## config.mk

```make
export PLATFORM = sky130hd
export DESIGN_NAME = csla_acc_seq
export DESIGN_NICKNAME = d
export VERILOG_FILES = /design/src/rtl/csla_acc_seq.sv
export SDC_FILE = /design/constraint.sdc
export NUM_CORES = 1
export LEC_CHECK = 0
export BUFFER_PORTS_ARGS = -buffer_cell sky130_fd_sc_hd__buf_2
export CORE_MARGIN = 5
export CORE_UTILIZATION = 45
export CTS_BUF_LIST = sky130_fd_sc_hd__clkbuf_4 sky130_fd_sc_hd__clkbuf_8
export CTS_CLUSTER_SIZE = 30
export DETAILED_ROUTE_END_ITERATION = 16
export HOLD_SLACK_MARGIN = 0.05
export PLACE_DENSITY = 0.67
export SLEW_MARGIN = 40
export SYNTH_ARGS = -nofsm -noshare
export SYNTH_HDL_FRONTEND = slang
export SYNTH_HIERARCHICAL = 1
export SYNTH_SLANG_ARGS = --single-unit
```

## constraint.sdc

```tcl
create_clock -name clk -period 4.8 [get_ports clk]
set_input_delay 0 -clock clk [delete_from_list [all_inputs] [get_ports clk]]
set_output_delay 0 -clock clk [all_outputs]
set_load 0.03 [all_outputs]
```

## src/rtl/csla_acc_seq.sv

```systemverilog
// csla_acc_seq -- accumulates a block of 1..16 unsigned 16-bit samples into a
// 20-bit sum, using a single carry-select adder as its only arithmetic unit.
//
// Ports:
//   clk        rising-edge clock
//   rst_n      asynchronous active-low reset
//   start      request to begin a block (honoured in IDLE, or in DONE with out_ready)
//   len        block length minus one, captured with start
//   abort      synchronous cancel from any state
//   in_valid   sample valid
//   in_data    unsigned 16-bit sample
//   in_ready   block accepts a sample this cycle (ACC)
//   out_valid  out_data holds a finished sum (DONE)
//   out_data   accumulated sum, driven 0 outside DONE
//   out_ready  consumer accepts out_data
//   busy       high in ACC or DONE

// csla -- 16-bit a plus 20-bit b into 20 bits, built from five 4-bit
// carry-select blocks. Each upper block precomputes its sum for both carry-in
// values and the ripple of block carries only drives the selecting muxes.
module csla (
    input  logic [15:0] a,
    input  logic [19:0] b,
    output logic [19:0] sum
);
    logic [19:0] a_ext;
    logic [4:0]  carry;

    assign a_ext    = {4'b0000, a};
    assign carry[0] = 1'b0;

    for (genvar g = 0; g < 5; g++) begin : g_blk
        if (g < 4) begin : g_lo
            logic [4:0] s0;
            logic [4:0] s1;
            assign s0 = {1'b0, a_ext[4*g +: 4]} + {1'b0, b[4*g +: 4]};
            assign s1 = s0 + 5'd1;
            assign sum[4*g +: 4] = carry[g] ? s1[3:0] : s0[3:0];
            assign carry[g+1]    = carry[g] ? s1[4]   : s0[4];
        end else begin : g_top
            // The top nibble's carry-out would be bit 20, which cannot occur
            // for a block of at most 16 samples, so it is not formed.
            logic [3:0] t0;
            logic [3:0] t1;
            assign t0 = a_ext[4*g +: 4] + b[4*g +: 4];
            assign t1 = t0 + 4'd1;
            assign sum[4*g +: 4] = carry[g] ? t1 : t0;
        end
    end
endmodule

module csla_acc_seq #(
    parameter int LEN_W = 4
) (
    input  logic             clk,
    input  logic             rst_n,
    input  logic             start,
    input  logic [LEN_W-1:0] len,
    input  logic             abort,
    input  logic             in_valid,
    input  logic [15:0]      in_data,
    output logic             in_ready,
    output logic             out_valid,
    output logic [19:0]      out_data,
    input  logic             out_ready,
    output logic             busy
);
    typedef enum logic [1:0] {
        IDLE = 2'd0,
        ACC  = 2'd1,
        DONE = 2'd2
    } state_t;

    state_t           state;
    state_t           state_nxt;
    logic [19:0]      acc;
    logic [19:0]      acc_nxt;
    logic [LEN_W-1:0] cnt;
    logic [LEN_W-1:0] cnt_nxt;
    logic [LEN_W-1:0] len_q;
    logic [LEN_W-1:0] len_nxt;
    logic [19:0]      add_sum;

    csla u_csla (
        .a   (in_data),
        .b   (acc),
        .sum (add_sum)
    );

    // Outputs decode straight from the state register so that an asynchronous
    // reset clears them at once, without waiting for a clock edge.
    assign in_ready  = (state == ACC);
    assign out_valid = (state == DONE);
    assign busy      = (state == ACC) || (state == DONE);
    assign out_data  = (state == DONE) ? acc : 20'd0;

    always_ff @(posedge clk or negedge rst_n) begin
        if (!rst_n) begin
            state <= IDLE;
            acc   <= 20'd0;
            cnt   <= '0;
            len_q <= '0;
        end else begin
            state <= state_nxt;
            acc   <= acc_nxt;
            cnt   <= cnt_nxt;
            len_q <= len_nxt;
        end
    end

    always_comb begin
        state_nxt = state;
        acc_nxt   = acc;
        cnt_nxt   = cnt;
        len_nxt   = len_q;

        // abort outranks both start and a sample presented in the same cycle.
        if (abort) begin
            state_nxt = IDLE;
            acc_nxt   = 20'd0;
            cnt_nxt   = '0;
        end else begin
            unique case (state)
                IDLE: begin
                    if (start) begin
                        state_nxt = ACC;
                        len_nxt   = len;
                        acc_nxt   = 20'd0;
                        cnt_nxt   = '0;
                    end
                end
                ACC: begin
                    if (in_valid) begin
                        acc_nxt = add_sum;
                        // On the final sample the counter is left alone so
                        // that it never wraps at a 16-sample block.
                        if (cnt == len_q) begin
                            state_nxt = DONE;
                        end else begin
                            cnt_nxt = cnt + LEN_W'(1);
                        end
                    end
                end
                DONE: begin
                    if (out_ready) begin
                        if (start) begin
                            // Back-to-back block: skip IDLE entirely.
                            state_nxt = ACC;
                            len_nxt   = len;
                            acc_nxt   = 20'd0;
                            cnt_nxt   = '0;
                        end else begin
                            state_nxt = IDLE;
                        end
                    end
                end
                default: begin
                    state_nxt = IDLE;
                end
            endcase
        end
    end
endmodule
```

==> impl_metrics.sql, run 1 <==
INSERT INTO impl_metrics (metric_group, metric, value, unit) VALUES
('synth', 'synth_xor_xnor_area_share', '9.22', '%'),
('worst_setup_path', 'critical_path_required', '4.96', 'ns'),
('synth', 'ys_warn_count', '6', ''),
('drt', 'drc_errors', '0', ''),
('run', 'maxCapViolCount', '0', ''),
('power', 'power.internal', '0.000830', 'W'),
('synth', 'synthesis.instances', '270', ''),
('floorplanning', 'core.rowCount', '27', ''),
('worst_setup_path', 'r2r_start', 'acc[0]', ''),
('worst_setup_path', 'path_class', 'reg2reg', ''),
('finish', 'finalNetCount', '380', ''),
('worst_hold_path', 'class_of_the_tightest_hold_or_removal_check', 'in2reg', ''),
('clock_network', 'ctsHtreeMaxLevel', '2', ''),
('synth', 'number_of_enable_flip_flop_cells_after_synthesis', '0', ''),
('global_routing', 'initial_antenna_violation_count', '0', ''),
('synth', 'yosys.area_share.adder', '16.5', '%'),
('clock_network', 'clock_tree_from_tritoncts', 'done', ''),
('timing', 'clock-skew-final', '0.0128', 'ns'),
('synth', 'synth_area_leader_cell', 'sky130_fd_sc_hd__dfrtp_1', ''),
('drt', 'route.detailed.wl_per_inst', '12.7', 'um'),
('worst_setup_path', 'reg2reg_depth', '12', ''),
('timing', 'fmaxAchievable', '0.300', 'GHz'),
('timing', 'setup-tns-final', '0', 'ns'),
('drt', 'num_vias', '1995', ''),
('worst_hold_path', 'min_path_cells', '4', ''),
('synth', 'synth.mux.area_fraction', '6.77', '%'),
('timing', 'relSlewSlack', '53.3', '%'),
('synth', 'synth.cell_area', '2460', 'um2'),
('timing', 'final-hold-violation-count', '0', ''),
('worst_setup_path', 'worst_setup_path_end_kind', 'flip-flop', ''),
('floorplanning', 'die_w', '83.9', 'um'),
('synth', 'synth_seq_area_share', '30.5', '%'),
('drt', 'first_iter_violations', '65', ''),
('clock_network', 'clk-insertion-delay-late', '0.28', 'ns'),
('floorplanning', 'core_area', '5410', 'um2'),
('clock_network', 'clockRootBuffer', 'sky130_fd_sc_hd__clkbuf_8', ''),
('floorplanning', 'initial_cell_density_of_the_core', '45.5', '%'),
('synth', 'synth_top_family_by_area', 'simple AND/OR/NAND/NOR gates', ''),
('timing', 'grt_setup_unrepaired', 'no', ''),
('power', 'clock_power_share', '23.7', '%'),
('synth', 'synth.most_common_cell', 'sky130_fd_sc_hd__nand2_1', ''),
('synth', 'ys_async_sr_fraction', '100', '%'),
('timing', 'setup-violations-final', '0', ''),
('placement', 'placed_cell_area', '2770', 'um2'),
('synth', 'post_synth_main_area_contributors', 'sky130_fd_sc_hd__dfrtp_1, sky130_fd_sc_hd__ha_1, sky130_fd_sc_hd__nand2_1, sky130_fd_sc_hd__xnor2_1, sky130_fd_sc_hd__and2_1', ''),
('global_routing', 'grt_start_max_net_pins', '31', ''),
('global_routing', 'grt_first_pass_wirelength', '9.11', 'mm'),
('worst_setup_path', 'critical_path.cell_chain', 'ha_1, inv_1, fa_1, nand2b_1, a21oi_2, nor4b_2, mux2i_1, mux2i_2, xnor2_1, mux2_1, nand2_1, o21ai_0', ''),
('worst_setup_path', 'cp-startpoint', 'acc[0]', ''),
('drt', 'antenna_left', '0', ''),
('global_routing', 'global_route.usage.total', '15.6', '%'),
('finish', 'drive_above_1_share', '22.5', '%'),
('drt', 'drt_wl_total', '5.04', 'mm'),
('worst_setup_path', 'critical_path_peak_fanout', '5', ''),
('clock_network', 'post-cts-setup-buffer-count', '0', ''),
('finish', 'n_fill_cell', '513', ''),
('synth', 'post_synth_and_or_nand_nor_area_fraction', '21.3', '%'),
('timing', 'final_min_period_over_clock_period', '69.4', '%'),
('status', 'outcome', 'completed', ''),
('worst_setup_path', 'crit_path_top_delay_cell', 'sky130_fd_sc_hd__fa_1', ''),
('power', 'vdd_drop_max', '0.411', 'mV'),
('finish', 'post_route_cell_area', '2970', 'um2'),
('worst_setup_path', 'worst_setup_path_start_kind', 'flip-flop', ''),
('power', 'power_frac_comb', '48.0', '%'),
('synth', 'distinct_cell_type_count_after_synthesis', '43', ''),
('drt', 'met3WireLength', '227', 'um'),
('drt', 'met1Wirelength', '2.23', 'mm'),
('worst_setup_path', 'cp.arrival', '3.49', 'ns'),
('timing', 'worst-slew-pin-transition', '0.701', 'ns'),
('power', 'net-switching-power', '0.000527', 'W'),
('timing', 'setup_slack', '1.47', 'ns');
registers in the layout (all words and copies together), names as in the netlist:
name and cells:
cnt 4, state 2, len_q 4, acc 20
final cells by class:
| type | instances | area (um2) | area share [%] |
|---|---|---|---|
| clock inverters | 2 | 60.1 | 2.03 |
| multi-input cells | 224 | 1640 | 55.3 |
| inverters | 8 | 30.0 | 1.01 |
| flip-flops and latches | 30 | 751 | 25.3 |
| repair buffers | 55 | 313 | 10.5 |
| well taps | 72 | 90.1 | 3.04 |
| clock buffers | 6 | 82.6 | 2.78 |
cell usage in the layout, fill, tap and decap left out, types with 5 or more instances in the layout:
cell and instances:
sky130_fd_sc_hd__xor2_1 7, sky130_fd_sc_hd__and2_1 20, sky130_fd_sc_hd__nor2_1 6, sky130_fd_sc_hd__dlygate4sd3_1 5, sky130_fd_sc_hd__inv_1 7, sky130_fd_sc_hd__a21oi_1 11, sky130_fd_sc_hd__ha_1 25, sky130_fd_sc_hd__mux2_2 8
sky130_fd_sc_hd__clkbuf_8 6, sky130_fd_sc_hd__xnor2_1 17, sky130_fd_sc_hd__a21o_1 7, sky130_fd_sc_hd__dfrtp_1 30, sky130_fd_sc_hd__nand2b_1 6, sky130_fd_sc_hd__nand2_1 50, sky130_fd_sc_hd__o21ai_0 21, sky130_fd_sc_hd__buf_2 48
sky130_fd_sc_hd__nand4_1 7
power groups by stage:
| stage | clock, W | combinational, W | sequential (W) |
|---|---|---|---|
| 6_report | 0.000322 | 0.000652 | 0.000383 |
| 3_3_place_gp | 0 | 0.000626 | 0.000388 |
| 3_5_place_dp | 0 | 0.000648 | 0.000390 |
| 2_1_floorplan | 0 | 0.000532 | 0.000373 |
| 5_1_grt | 0.000344 | 0.000738 | 0.000395 |
| 4_1_cts | 0.000331 | 0.000656 | 0.000385 |
path summary, 6_finish.rpt:
path	endpoint	slack, ns
worst min-delay path	acc[0]	0.13
worst max register to register	acc[17]	1.47
max in group asynchronous	acc[3]	4.04
worst min register to register	acc[0]	0.50
worst max-delay path	acc[17]	1.47
min in group asynchronous	acc[12]	0.30
worst max-delay path: cells and delay by family (launching register included):
family	cells	cell delay, ns
muxes	3	1.10
and+or+nand+nor	3	0.59
adders and majority gates	2	0.57
DFF	1	0.36
AOI/OAI and AO/OA	2	0.33
xor gates and xnor gates	1	0.22
buffers and inverters	1	0.05
routing by layer:
metal,up-vias,track usage [%]
li1,1037,-
met1,915,18.6
met2,37,27.5
met3,6,3.26
met4,0,5.70
met5,-,0
cell families after synthesis:
family	after synthesis
AOI/OAI and AO/OA	50
xor gates and xnor gates	25
adders and majority gates	30
buffers and inverters	16
DFF	30
muxes	15
and+or+nand+nor	104
per-stage QoR:
step	std cells	hold WS [ns]	total power, W	utilization (%)
after floorplan	270	-0.296	0.000906	-
after global placement	383	0.0925	0.00101	51.0
after detailed placement	384	0.0995	0.00104	51.2
after CTS	397	0.131	0.00137	54.8
after global routing	397	0.196	0.00148	54.9
final	397	0.127	0.00136	54.9
timing repair:
| action | CTS | global route |
|---|---|---|
| hold endpoints to repair | 34 | 0 |
| hold buffers | 5 | 0 |
| endpoints found under the setup margin | 0 | 0 |
No activity file was read; power rests on OpenSTA's default activity.
==> run 2, diff against run 1 <==
--- a/config.mk
+++ b/config.mk
@@ -5,6 +5,7 @@
 export SDC_FILE = /design/constraint.sdc
 export NUM_CORES = 1
 export LEC_CHECK = 0
+export ABC_AREA = 1
 export BUFFER_PORTS_ARGS = -buffer_cell sky130_fd_sc_hd__buf_2
 export CORE_MARGIN = 5
 export CORE_UTILIZATION = 45
@@ -12,7 +13,7 @@
 export CTS_CLUSTER_SIZE = 30
 export DETAILED_ROUTE_END_ITERATION = 16
 export HOLD_SLACK_MARGIN = 0.05
-export PLACE_DENSITY = 0.67
+export PLACE_DENSITY = 0.66
 export SLEW_MARGIN = 40
 export SYNTH_ARGS = -nofsm -noshare
 export SYNTH_HDL_FRONTEND = slang
==> constraint.sdc (replaced) <==
create_clock -name clk -period 3.4 [get_ports clk]
set_input_delay 0 -clock clk [delete_from_list [all_inputs] [get_ports clk]]
set_output_delay 0 -clock clk [all_outputs]
set_load 0.03 [all_outputs]
==> impl_metrics.sql, run 2 <==
INSERT INTO impl_metrics (metric_group, metric, value, unit) VALUES
('status', 'outcome', 'completed', ''),
('floorplanning', 'die_area', '7820', 'um2'),
('global_routing', 'grt_start_max_net_pins', '31', ''),
('timing', 'grt_setup_unrepaired', 'no', ''),
('clock_network', 'post-cts-setup-buffer-count', '0', ''),
('clock_network', 'worst_setup_hold_path_clk_slew', '0.07', 'ns'),
('synth', 'post_synth_most_frequent_cells', 'sky130_fd_sc_hd__nand2_1, sky130_fd_sc_hd__inv_1, sky130_fd_sc_hd__nand3_1', ''),
('synth', 'post_synth_main_area_contributors', 'sky130_fd_sc_hd__dfrtp_1, sky130_fd_sc_hd__nand2_1, sky130_fd_sc_hd__ha_1, sky130_fd_sc_hd__inv_1, sky130_fd_sc_hd__nand3_1', ''),
('floorplanning', 'core.rowCount', '28', ''),
('floorplanning', 'dieHeight', '88.4', 'um'),
('global_routing', 'vias_in_the_first_global_route', '2404', ''),
('clock_network', 'clock_tree_from_tritoncts', 'done', ''),
('placement', 'gp_routability_congestion', '0.845', ''),
('power', 'p_leak', '1.91', 'nW'),
('timing', 'setup-violations-final', '0', ''),
('finish', 'antenna-diode-count', '0', ''),
('drt', 'drc_errors', '0', ''),
('timing', 'setup-tns-final', '0', 'ns'),
('floorplanning', 'ports_placed_on_the_boundary', '49', ''),
('timing', 'final-hold-violation-count', '0', ''),
('worst_setup_path', 'cp.arrival', '2.68', 'ns'),
('synth', 'yosys_register_bits', '30', ''),
('synth', 'synth_area_leader_cell', 'sky130_fd_sc_hd__dfrtp_1', ''),
('synth', 'ys_async_sr_fraction', '100', '%'),
('finish', 'top_register', 'acc', ''),
('drt', 'first_pass_iters', '4', ''),
('worst_setup_path', 'critical_path.cell_chain', 'ha_1, fa_1, ha_1, inv_1, nor2_1, nand3_1, nand2_1, nand2_1, nand2_4, nand3_2, nand2_2, nand2_1, nand2_1, nand3_1, nand2_1', ''),
('worst_setup_path', 'reg2reg_depth', '15', ''),
('clock_network', 'clockBufferDepth', '2', ''),
('synth', 'synthesis.instances', '378', ''),
('global_routing', 'grt_first_pass_wirelength', '10.7', 'mm'),
('drt', 'first_iter_violations', '85', ''),
('power', 'power_per_cell_area', '600', 'nW/um2'),
('placement', 'io_buffer_count', '48', ''),
('clock_network', 'ctsHtreeMaxLevel', '2', ''),
('timing', 'period_minus_slack', '2.46', 'ns'),
('run', 'maxCapViolCount', '0', ''),
('synth', 'number_of_enable_flip_flop_cells_after_synthesis', '0', ''),
('floorplanning', 'core_area', '5960', 'um2'),
('drt', 'antenna_left', '0', ''),
('worst_setup_path', 'critical_path.most_common_cell', 'sky130_fd_sc_hd__nand2_1', ''),
('worst_setup_path', 'critical_path_required', '3.62', 'ns'),
('finish', 'post_route_cell_area', '3190', 'um2'),
('power', 'report.power.total', '0.00191', 'W'),
('placement', 'dp.final_hpwl', '4.53', 'mm'),
('global_routing', 'global_route.usage.total', '16.9', '%'),
('finish', 'flip_flop_count_of_the_largest_register_all_copies_and_words_added', '20', ''),
('worst_hold_path', 'class_of_the_tightest_hold_or_removal_check', 'in2reg', ''),
('synth', 'ys_warn_count', '6', ''),
('worst_setup_path', 'worst_setup_path_end_kind', 'flip-flop', ''),
('drt', 'num_vias', '2488', ''),
('synth', 'synth_nets', '434', ''),
('clock_network', 'clk-insertion-delay-late', '0.29', 'ns'),
('synth', 'mean_area_per_synthesized_cell', '7.32', 'um2'),
('synth', 'distinct_cell_type_count_after_synthesis', '29', ''),
('finish', 'most-common-layout-cells', 'sky130_fd_sc_hd__nand2_1, sky130_fd_sc_hd__inv_1, sky130_fd_sc_hd__buf_2', ''),
('finish', 'largestRegisters', 'acc x20, cnt x4, len_q x4', ''),
('finish', 'drive_above_1_share', '21.2', '%'),
('synth', 'synth_seq_area_share', '27.1', '%'),
('timing', 'final_min_period_over_clock_period', '72.3', '%'),
('worst_setup_path', 'buffers_inverters_on_critical_path', '1', ''),
('worst_setup_path', 'top_family_by_delay_on_critical_path', 'simple AND/OR/NAND/NOR gates', ''),
('worst_setup_path', 'worstSetupPathDepth', '15', ''),
('worst_setup_path', 'critical_path_peak_fanout', '5', ''),
('floorplanning', 'die_w', '88.4', 'um'),
('drt', 'drt_wl_total', '6.06', 'mm'),
('worst_setup_path', 'max_stage_delay', '0.55', 'ns'),
('worst_setup_path', 'crit_path_top_delay_cell', 'sky130_fd_sc_hd__fa_1', ''),
('timing', 'clock-skew-final', '0.0117', 'ns'),
('timing', 'fmaxAchievable', '0.407', 'GHz'),
('power', 'vdd_drop_max', '0.498', 'mV'),
('clock_network', 'cts-buffers-inserted', '5', ''),
('finish', 'finalNetCount', '484', ''),
('worst_setup_path', 'worst_setup_path_start_kind', 'flip-flop', ''),
('clock_network', 'cts_sinks', '30', ''),
('finish', 'syn_to_final_growth', '15.2', '%'),
('worst_hold_path', 'min_path_cells', '4', ''),
('drt', 'viasPerCell', '4.94', ''),
('synth', 'synth.cell_area', '2770', 'um2'),
('timing', 'max_slew_violation_count', '0', ''),
('timing', 'relSlewSlack', '52.2', '%'),
('timing', 'worst-slew-pin-transition', '0.717', 'ns'),
('finish', 'most_frequent_standard_cell_in_the_layout_excluding_fill_and_tap_cells', 'sky130_fd_sc_hd__nand2_1', ''),
('global_routing', 'grt_overflow_total', '0', ''),
('drt', 'route.detailed.wl_per_inst', '12.0', 'um'),
('synth', 'netlist.area_leader.share', '27.1', '%'),
('synth', 'synth_flop_cell', 'sky130_fd_sc_hd__dfrtp_1', ''),
('worst_setup_path', 'path_class', 'reg2reg', ''),
('global_routing', 'initial_antenna_violation_count', '0', ''),
('clock_network', 'cts_resized', '0', ''),
('synth', 'synth.most_common_cell', 'sky130_fd_sc_hd__nand2_1', ''),
('clock_network', 'clockRootBuffer', 'sky130_fd_sc_hd__clkbuf_8', ''),
('floorplanning', 'initial_cell_density_of_the_core', '46.4', '%'),
('placement', 'placed_cell_area', '3040', 'um2');
[run 2: what timing repair did]
item                                   in CTS  in global routing
setup endpoints to repair                   0                  0
hold buffers                                5                  0
endpoints found under the hold margin      34                  0
[run 2: worst register-to-register path: stages, from the launching register on]
cell and delay [ns]:
sky130_fd_sc_hd__dfrtp_1 0.40, sky130_fd_sc_hd__ha_1 0.23, sky130_fd_sc_hd__fa_1 0.55, sky130_fd_sc_hd__ha_1 0.18, sky130_fd_sc_hd__inv_1 0.04, sky130_fd_sc_hd__nor2_1 0.14
sky130_fd_sc_hd__nand3_1 0.09, sky130_fd_sc_hd__nand2_1 0.07, sky130_fd_sc_hd__nand2_1 0.08, sky130_fd_sc_hd__nand2_4 0.09, sky130_fd_sc_hd__nand3_2 0.12, sky130_fd_sc_hd__nand2_2 0.14
sky130_fd_sc_hd__nand2_1 0.06, sky130_fd_sc_hd__nand2_1 0.06, sky130_fd_sc_hd__nand3_1 0.07, sky130_fd_sc_hd__nand2_1 0.08
[run 2: final timing paths]
| check | from | end | slack (ns) |
|---|---|---|---|
| worst max-delay path | acc[8] | acc[16] | 0.94 |
| max in group asynchronous | rst_n | acc[16] | 2.63 |
| min in group asynchronous | rst_n | cnt[0] | 0.31 |
| worst min register to register | cnt[3] | cnt[3] | 0.51 |
| worst min-delay path | in_data[0] | acc[0] | 0.08 |
| worst max register to register | acc[8] | acc[16] | 0.94 |
[run 2: per-stage QoR]
step                      worst slack (ns)  hold slack (ns)  util, %  std cells
after floorplan                       1.19           -0.296        -        378
after global placement               0.998           0.0868     51.0        491
after detailed placement             0.989           0.0967     51.1        491
after CTS                            0.953           0.0732     53.5        504
after global routing                 0.650            0.114     53.5        504
final                                0.941           0.0763     53.5        504
[run 2: final cells by class]
cell class                      count  area, um2
Clock buffer                        6       82.6
Clock inverter                      2       12.5
Fill cell                         610       2770
Inverter                           55        206
Multi-Input combinational cell    281       1740
Sequential cell                    30        751
Tap cell                           75       93.8
Timing Repair Buffer               55        305
[run 2: report_power, final]
group | total (W) | switching [W] | internal [W]
sequential | 0.000526 | 0.0000822 | 0.000444
clock | 0.000311 | 0.000149 | 0.000163
combinational | 0.00108 | 0.000708 | 0.000369
total | 0.00191 | 0.000938 | 0.000975
[run 2: routing by layer]
metal / vias up / wire length, um / GRT usage (%)
met4: 0 / 26 / 2.75
met5: - / 0 / 0
met2: 54 / 2950 / 29.2
met3: 4 / 283 / 4.10
met1: 1138 / 2800 / 21.9
li1: 1292 / - / -
[run 2: cell families after synthesis]
logic type / count (synthesis) / synth area share (%)
xor+xnor: 18 / 6.24
compound gates: 40 / 7.64
fa+ha+maj: 30 / 14.7
flops: 30 / 27.1
simple gates: 193 / 34.0
buf+inv: 67 / 10.4
